### config.mk
export PLATFORM = sky130hd
export DESIGN_NAME = pipe_stage_reg
export DESIGN_NICKNAME = d
export VERILOG_FILES = /design/src/rtl/pipe_stage_reg.sv
export SDC_FILE = /design/constraint.sdc
export NUM_CORES = 1
export LEC_CHECK = 0
export BUFFER_PORTS_ARGS = -buffer_cell sky130_fd_sc_hd__buf_4
export CAP_MARGIN = 10
export CORE_MARGIN = 2
export CORE_UTILIZATION = 41
export CTS_CLUSTER_DIAMETER = 150
export DETAILED_ROUTE_END_ITERATION = 7
export PLACE_DENSITY = 0.77
export SYNTH_ARGS = -nofsm -noshare
export SYNTH_HDL_FRONTEND = slang
export SYNTH_SLANG_ARGS = --single-unit
### constraint.sdc
create_clock -name Clk -period 1.9 [get_ports Clk]
set_clock_uncertainty 0.05 [all_clocks]
set_input_delay 0.285 -clock Clk [delete_from_list [all_inputs] [get_ports Clk]]
set_output_delay 0.285 -clock Clk [all_outputs]
set_load 0.005 [all_outputs]
### src/rtl/pipe_stage_reg.sv
// pipe_stage_reg: inter-stage pipeline register with valid/ready handshake,
// synchronous flush-to-bubble and a saturating stall-cycle counter.
// Optional feature macro: PIPE_STAGE_SKID_EN adds a second (skid) entry so
// that in_ready is registered and does not depend combinationally on
// out_ready. Without the macro the stage is a single entry.
// Whenever out_valid is low, out_data is forced to zero (IR=0 decodes as nop).
module pipe_stage_reg #(
  parameter int DATA_W = 132,
  parameter int CNT_W  = 16
) (
  input  logic              Clk,
  input  logic              Rst_n,
  input  logic              flush,
  input  logic              in_valid,
  output logic              in_ready,
  input  logic [DATA_W-1:0] in_data,
  output logic              out_valid,
  input  logic              out_ready,
  output logic [DATA_W-1:0] out_data,
  output logic [CNT_W-1:0]  stall_cnt
);

  localparam logic [CNT_W-1:0] CNT_MAX = '1;

  logic in_fire;
  logic out_fire;

  assign in_fire  = in_valid & in_ready;
  assign out_fire = out_valid & out_ready;

`ifdef PIPE_STAGE_SKID_EN
  logic              skid_valid;
  logic [DATA_W-1:0] skid_data;

  // Ready comes straight from the skid flop, so there is no path from out_ready.
  assign in_ready = ~skid_valid;

  // Main and skid entries. The skid only ever fills while main is full and
  // stalled, so main is always occupied whenever the skid is occupied.
  always_ff @(posedge Clk or negedge Rst_n) begin
    if (!Rst_n) begin
      out_valid  <= 1'b0;
      out_data   <= '0;
      skid_valid <= 1'b0;
      skid_data  <= '0;
    end else if (flush) begin
      out_valid  <= 1'b0;
      out_data   <= '0;
      skid_valid <= 1'b0;
      skid_data  <= '0;
    end else if (skid_valid) begin
      if (out_fire) begin
        out_valid  <= 1'b1;
        out_data   <= skid_data;
        skid_valid <= 1'b0;
        skid_data  <= '0;
      end
    end else if (in_fire) begin
      if (!out_valid || out_ready) begin
        out_valid <= 1'b1;
        out_data  <= in_data;
      end else begin
        skid_valid <= 1'b1;
        skid_data  <= in_data;
      end
    end else if (out_fire) begin
      out_valid <= 1'b0;
      out_data  <= '0;
    end
  end
`else
  // Single entry: accept whenever the slot is empty or being drained.
  assign in_ready = ~out_valid | out_ready;

  // Main entry: flush wins, then load, then drain to a zeroed bubble.
  always_ff @(posedge Clk or negedge Rst_n) begin
    if (!Rst_n) begin
      out_valid <= 1'b0;
      out_data  <= '0;
    end else if (flush) begin
      out_valid <= 1'b0;
      out_data  <= '0;
    end else if (in_fire) begin
      out_valid <= 1'b1;
      out_data  <= in_data;
    end else if (out_fire) begin
      out_valid <= 1'b0;
      out_data  <= '0;
    end
  end
`endif

  // Count stalled cycles (including a flush cycle); hold at all-ones.
  always_ff @(posedge Clk or negedge Rst_n) begin
    if (!Rst_n) begin
      stall_cnt <= '0;
    end else if (out_valid && !out_ready && (stall_cnt != CNT_MAX)) begin
      stall_cnt <= stall_cnt + 1'b1;
    end
  end

endmodule
==> metrics.cfg, run 1 <==
[floorplanning]
start_util=0.418
die_x_um=120
die_area_um2=14400
io_pins=287
core_area_um2=13200
rows=42
die_h_um=120

[pwr]
power.density_nw_per_um2=981
power.leakage_nw=4.48
peakVddDrop_uv=553

[timing]
final-max-slew-violation-count=0
hold_viol_final=0
fin_crit_ns=1.81
clock.fmax_mhz=553
whs_ns=0.0381
fin_crit_sh=0.952
finalSetupTns_ns=0
rsz0062_at_grt=false
worst_slack_ns=0.0919
relSlewSlack=0.722
setup_viol=0
worst_pin_slew_ns=0.416

[critical_path]
end_kind=flop
critPathMaxFanout=2
worstPathArrival_ns=2.05
start_kind=flop
crit_type=flop to flop
cp.required_ns=2.14

[yosys]
synth_top_flop_cell=dfrtp_1
syn_nets=509
yosysUniqueCellTypes=35
syn-cell-area_um2=5510
synth_edf_count=0
async_flop_share=1.00
synthCells=371
synth_seq_area_share=0.677
yosysWarnings=0
syn_area_per_cell_um2=14.8
ys_ff_latch=149

[final_layout]
layout-drive-gt1-share=0.504
syn_to_final_growth_pct=54.8
n_fill_cell=1011
final_cells=846
nets=796
utilization=0.647
multi_input_area_um2=1600
regArea_um2=3730
diodes=0

[placed_design]
gp_congestion=0.811
dp_hpwl_um=10500
place_ws_ns=0.111
port_buffers=286
dp.cells=814

[drt]
first_pass_iters=4
drtAntennaViolNets=0
drt-initial-drc-count=275
drc=0
routed-via-count=4479
wire_per_inst_um=18.0
via_per_inst=5.29
routed_wl_um=15200

[run]
maxCapViolations=0

[cts]
clock_latency_ns=0.40
clkTransAtPathRegs_ns=0.06
clk_path_buf_depth=2
root_buffer=clkbuf_16
htree_levels=4
cts_tree=built
numCtsBuffers=17
clock-sinks=149

[global_route]
grt_antenna_before_repair=0
grt_overflow=0
grt_usage=0.213
grt_max_degree=75
grt_pass1_vias=4520
grt_pass1_wl_um=23700

[worst_hold_path]
hp-class=primary input to flop

[outcome]
outcome=finished clean

cells in the mapped netlist, drive strengths merged (2+ instances only):
library cell / n / share of area
clkbuf: 5 / 0.0034
nand3: 6 / 0.0073
dfrtp: 149 / 0.68
a21oi: 5 / 0.0066
buf: 25 / 0.027
xnor2: 8 / 0.013
nand4: 6 / 0.0068
a22o: 132 / 0.21
and3: 3 / 0.0036
o21a: 2 / 0.0027
and4: 2 / 0.0036
nor2: 5 / 0.0034
inv: 4 / 0.0027
nand2: 2 / 0.0014
a31oi: 3 / 0.0034
stage by stage:
stage               area, um2  power [mW]
global route             8530        8.70
CTS                      8530        8.46
detailed placement       7870        4.77
floorplan                5510        3.98
finish                   8530        8.37
global placement         7870        4.73
placed cells by master (no fill, tap or decap), types with 2 or more instances in the layout:
cell type / instances
a21oi_1: 4
a22o_1: 132
a31oi_1: 3
and3_1: 2
buf_12: 6
buf_4: 290
bufinv_16: 5
clkbuf_1: 2
clkbuf_16: 17
clkbuf_8: 3
clkinv_2: 3
dfrtp_1: 149
inv_1: 3
nand2_1: 2
nand3_1: 4
nand3_2: 2
nand4_1: 6
nor2_1: 5
o21a_1: 2
xnor2_1: 8
kinds of logic after synthesis:
group / Yosys count / synth area share
flip-flops: 149 / 0.677
AO/OA/AOI/OAI: 144 / 0.229
buffers and inverters: 34 / 0.0329
AND/OR/NAND/NOR: 32 / 0.0398
XOR/XNOR: 9 / 0.0143
multiplexers: 2 / 0.00454
adder cells (fa/ha/maj): 1 / 0.00227
metal layers:
metal / track usage / wire length (um) / vias up
met5: 0 / 0 / -
met4: 0.101 / 445 / 0
met3: 0.0651 / 1120 / 35
met2: 0.351 / 7730 / 219
met1: 0.255 / 5940 / 2228
li1: - / - / 1997
report_power, final:
group / leakage (nW) / internal [mW] / switching (mW)
Clock: 0.320 / 2.42 / 1.23
Combinational: 2.17 / 0.681 / 0.479
Sequential: 1.99 / 3.39 / 0.168
worst paths after layout:
path                                   start            end  slack (ns)  cells past startpoint
min in group asynchronous              Rst_n  out_data[114]        0.29                      2
worst min-delay path            in_data[114]  out_data[114]        0.04                      2
worst max-delay path            stall_cnt[0]  stall_cnt[15]        0.09                      5
max in group asynchronous              Rst_n   out_data[99]        0.88                      3
worst min register to register  out_data[42]   out_data[42]        0.45                      1
worst max register to register  stall_cnt[0]  stall_cnt[15]        0.09                      5
layout make-up:
cell class,instances,area share
clock inverter,9,0.0204
timing repair buffer,298,0.272
multi-input combinational,188,0.187
sequential,149,0.437
tap,176,0.0258
clock buffer,22,0.0556
inverter,4,0.00176
critical path, cell delays in order, from the launching register on:
cell       delay (ns)
dfrtp_1          0.38
ha_1             0.21
and2_4           0.17
a2111oi_4        0.35
or3b_1           0.39
xnor2_1          0.13
state kept, by name, indices dropped and copies added (netlist names):
name / count
out_data: 132
out_valid: 1
stall_cnt: 16
what timing repair did:
action	CTS	global route
setup endpoints to repair	0	0
hold buffers	1	0
gates resized for setup	0	0
setup buffers	0	0
endpoints found under the hold margin	32	0
(Power assumes the default switching activity.)
==> inputs of run 2 (changes only) <==
--- a/config.mk
+++ b/config.mk
@@ -12,6 +12,7 @@
 export CTS_CLUSTER_DIAMETER = 150
 export DETAILED_ROUTE_END_ITERATION = 7
 export PLACE_DENSITY = 0.77
+export REMOVE_ABC_BUFFERS = 1
 export SYNTH_ARGS = -nofsm -noshare
 export SYNTH_HDL_FRONTEND = slang
 export SYNTH_SLANG_ARGS = --single-unit
==> constraint.sdc (replaced) <==
create_clock -name Clk -period 1.52 [get_ports Clk]
set_clock_uncertainty 0.05 [all_clocks]
set_input_delay 0.228 -clock Clk [delete_from_list [all_inputs] [get_ports Clk]]
set_output_delay 0.228 -clock Clk [all_outputs]
set_load 0.005 [all_outputs]
==> run 2 against run 1 <==
  * The run now ends with negative setup slack left
  * Non-clock buffer count rose by 229
  * Final cell count rose by 27%
  * Largest power group unchanged
  * Worst hold slack improved by 0.15 ns
  * Utilization rose by 23 points
  * Register-to-register slack got worse by 0.50 ns
  * Global-route usage rose by 17 points
==> metrics.cfg, run 2 (synthesis results as in run 1) <==
[outcome]
outcome=complete, but fails checks
violations=negative setup slack

[critical_path]
rr_worst_depth=8
crit_type=flop to flop
cp.required_ns=1.81
worstPathArrival_ns=2.22
start_kind=flop
critPathMaxFanout=8
reg2reg_slack_ns=-0.41
reg2reg_to=out_data[115]
end_kind=flop
r2r_start=out_valid

[placed_design]
gp_congestion=0.848
dp_hpwl_um=10600
port_buffers=286

[drt]
first_pass_iters=6
routed_wl_um=28600
drc=0
drt-initial-drc-count=513
via_per_inst=5.79
wire_per_inst_um=26.6
drtAntennaViolNets=0
routed-via-count=6234

[timing]
relSlewSlack=0.766
whs_ns=0.185
setup_viol=150
fin_crit_sh=1.27
worst_pin_slew_ns=0.351
clock.fmax_mhz=519
worst_slack_ns=-0.407
finalSetupTns_ns=-35.78
final-max-slew-violation-count=0
rsz0062_at_grt=true
hold_viol_final=0
fin_crit_ns=1.93

[global_route]
grt_max_degree=60
grt_pass1_vias=6831
grt_pass1_wl_um=40500
grt_overflow=0
grt_antenna_before_repair=1
grt_usage=0.383

[floorplanning]
core_area_um2=13200
die_x_um=120
die_area_um2=14400
start_util=0.418
rows=42
io_pins=287
die_h_um=120

[cts]
cts_tree=built
root_buffer=clkbuf_16
numCtsBuffers=17
clk_path_buf_depth=2
clock-sinks=149
htree_levels=4
clkTransAtPathRegs_ns=0.06
clock_latency_ns=0.43

[final_layout]
largest_reg_flops=132
n_fill_cell=559
syn_to_final_growth_pct=110
diodes=0
reg_top3=out_data (132), stall_cnt (16), out_valid (1)
largest_register=out_data
nets=1025
final_cell_mix=buf_4 (317), dfrtp_1 (149), dlygate4sd3_1 (135), a22o_1 (132)
final_common_cell=buf_4
layout-drive-gt1-share=0.502

[pwr]
finalPower_mw=11.9
power.leakage_nw=5.82
power.density_nw_per_um2=1030
peakVddDrop_uv=755

[worst_hold_path]
hp-class=primary input to asynchronous set/reset pin

[run]
maxCapViolations=0

## run 2: cell type report
| class | instances | area (um2) | share of cell area |
|---|---|---|---|
| Sequential cell | 149 | 3730 | 0.323 |
| Tap cell | 176 | 220 | 0.0191 |
| Timing Repair Buffer | 527 | 5220 | 0.452 |
| Clock inverter | 8 | 120 | 0.0104 |
| Multi-Input combinational cell | 188 | 1740 | 0.150 |
| Inverter | 4 | 17.5 | 0.00152 |
| Clock buffer | 24 | 502 | 0.0434 |
## run 2: through the flow
step / instances / setup WS (ns) / area, um2 / util
2_1_floorplan: 341 / -2.03 / 5340 / -
3_3_place_gp: 838 / -0.277 / 8050 / 0.610
3_5_place_dp: 838 / -0.321 / 8050 / 0.610
4_1_cts: 1071 / -0.201 / 11400 / 0.864
5_1_grt: 1076 / -0.424 / 11500 / 0.876
6_report: 1076 / -0.407 / 11500 / 0.876
## run 2: critical path: stages (launching register included)
cell and delay [ns]:
dfrtp_1 0.42, buf_6 0.14, or2_4 0.24, a21oi_4 0.21
buf_6 0.15, buf_12 0.13, buf_8 0.13, buf_16 0.14
a22o_1 0.22
## run 2: metal layers
metal | part of all wire | track usage
met3 | 0.093 | 0.118
met2 | 0.50 | 0.638
met5 | 0.00045 | 0
met1 | 0.36 | 0.445
met4 | 0.050 | 0.196
## run 2: where the power goes
group	total [mW]	switching (mW)	internal [mW]
clock	4.51	1.72	2.80
combinational	2.86	1.20	1.66
sequential	4.48	0.241	4.24
total	11.9	3.15	8.70
## run 2: worst max-delay path by stage
stage | start | cells past startpoint | end
final | out_valid | 8 | out_data[115]
after global routing | out_valid | 6 | stall_cnt[15]
after CTS | stall_cnt[1] | 5 | stall_cnt[15]
after detailed placement | stall_cnt[0] | 5 | stall_cnt[15]
after global placement | stall_cnt[0] | 5 | stall_cnt[15]
after floorplan | out_valid | 3 | out_data[0]
## run 2: repair_timing
action | in CTS | in global routing
endpoints found under the hold margin | 282 | 0
endpoints found under the setup margin | 143 | 150
pin swaps | 93 | 77
hold buffers | 135 | 0
buffers inserted | 39 | 19
gates resized for setup | 66 | 45
gates cloned | 29 | 5
==> inputs of run 3 (changes only) <==
--- a/config.mk
+++ b/config.mk
@@ -16,3 +16,4 @@
 export SYNTH_ARGS = -nofsm -noshare
 export SYNTH_HDL_FRONTEND = slang
 export SYNTH_SLANG_ARGS = --single-unit
+export TNS_END_PERCENT = 10
==> run 3 against run 2 <==
  * The flow still finishes with violations (negative setup slack)
  * Total power down 5.5%
  * Clock power down 2%
  * Non-clock buffer count down 46
  * Critical path depth down 3
  * Largest cell class unchanged
==> metrics.cfg, run 3 (synthesis results as in run 1) <==
[outcome]
outcome=complete, but fails checks
violations=negative setup slack

[placed_design]
dp_hpwl_um=10600
gp_congestion=0.848
place_ws_ns=-0.321
port_buffers=286

[final_layout]
nets=979
final_common_cell=buf_4
largest_register=out_data
reg_top3=out_data (132), stall_cnt (16), out_valid (1)
layout-drive-gt1-share=0.468
largest_reg_flops=132
final_cell_mix=buf_4 (321), dfrtp_1 (149), dlygate4sd3_1 (135), a22o_1 (132), clkbuf_16 (24)
syn_to_final_growth_pct=92.4
n_fill_cell=655

[floorplanning]
io_pins=287
die_x_um=120
start_util=0.418
die_h_um=120
core_area_um2=13200
die_area_um2=14400
rows=42

[drt]
drt-initial-drc-count=324
drtAntennaViolNets=0
drc=0
routed-via-count=5529
via_per_inst=5.36
wire_per_inst_um=21.5
routed_wl_um=22200
first_pass_iters=4

[timing]
clock.fmax_mhz=556
rsz0062_at_grt=true
fin_crit_ns=1.80
fin_crit_sh=1.18
hold_viol_final=0
relSlewSlack=0.795
worst_slack_ns=-0.278
final-max-slew-violation-count=0
setup_viol=119
worst_pin_slew_ns=0.307

[global_route]
grt_max_degree=67
grt_overflow=0
grt_usage=0.296
grt_pass1_wl_um=32500
grt_pass1_vias=6048
grt_antenna_before_repair=2

[critical_path]
start_kind=flop
cp.required_ns=1.78
critPathMaxFanout=2
end_kind=flop
worstPathArrival_ns=2.05
crit_type=flop to flop

[cts]
root_buffer=clkbuf_16
clk_path_buf_depth=2
cts_tree=built
htree_levels=4
clock_latency_ns=0.42
clock-sinks=149
clkTransAtPathRegs_ns=0.06
numCtsBuffers=17

[pwr]
finalPower_mw=11.2
power.leakage_nw=5.39
power.density_nw_per_um2=1060
peakVddDrop_uv=673

[worst_hold_path]
hp-class=primary input to asynchronous set/reset pin

[run]
maxCapViolations=0

-- run 3: cell types whose count changed in the layout (fill, tap and decap cells not counted), sizes merged --
cell,change
buf,-47
diode,+2
clkbuf,+2
bufbuf,-1
-- run 3: final cells by class --
type | count | area [um2] | share of cell area
Tap cell | 176 | 220 | 0.0208
Sequential cell | 149 | 3730 | 0.352
Antenna cell | 2 | 5.00 | 0.000472
Timing Repair Buffer | 481 | 4310 | 0.406
Multi-Input combinational cell | 188 | 1700 | 0.160
Clock inverter | 8 | 120 | 0.0113
Inverter | 4 | 15.0 | 0.00142
Clock buffer | 24 | 502 | 0.0473
-- run 3: path summary, 6_finish.rpt --
check | startpoint | end | slack [ns] | cells past startpoint
min reg2reg | out_data[81] | out_data[81] | 0.46 | 1
min in group Clk | out_ready | out_valid | 0.24 | 5
max in group asynchronous | Rst_n | out_data[88] | 0.62 | 3
max reg2reg | stall_cnt[1] | stall_cnt[15] | -0.28 | 5
min | Rst_n | out_data[55] | 0.20 | 2
max | stall_cnt[1] | stall_cnt[15] | -0.28 | 5
-- run 3: through the flow --
| step | instance area, um2 | hold WS [ns] | setup TNS, ns | std cells | util |
|---|---|---|---|---|---|
| 6_report | 10600 | 0.196 | -6.02 | 1032 | 0.803 |
| 5_1_grt | 10600 | 0.208 | -13.14 | 1032 | 0.803 |
| 4_1_cts | 10300 | 0.192 | -0.914 | 1020 | 0.783 |
| 3_5_place_dp | 8050 | 0.0690 | -17.54 | 838 | 0.610 |
| 3_3_place_gp | 8050 | 0.0666 | -10.50 | 838 | 0.610 |
| 2_1_floorplan | 5340 | -0.118 | -268.23 | 341 | - |
-- run 3: where the power goes --
group	leakage (nW)	internal [mW]	switching, mW
combinational	3.10	1.39	0.963
sequential	1.99	4.24	0.208
clock	0.302	2.79	1.61
-- run 3: what timing repair did --
item | CTS | global route
resized for setup | 22 | 10
pin swaps | 13 | 13
setup endpoints to repair | 143 | 149
buffers inserted | 10 | 4
hold buffers | 135 | 0
hold endpoints to repair | 282 | 0
gates cloned | 5 | 7
-- run 3: metal layers --
metal  vias to the layer above  global-route usage  share of wire
met1                      2749               0.344           0.37
li1                       2388                   -              -
met3                        73              0.0699          0.078
met4                         0               0.152          0.039
met5                         -                   0              0
met2                       319               0.508           0.52
-- run 3: critical path: stages (launching register included) --
cell	delay, ns
dfrtp_1	0.40
ha_2	0.20
and2_4	0.15
a2111oi_4	0.32
or3b_4	0.43
xnor2_2	0.13
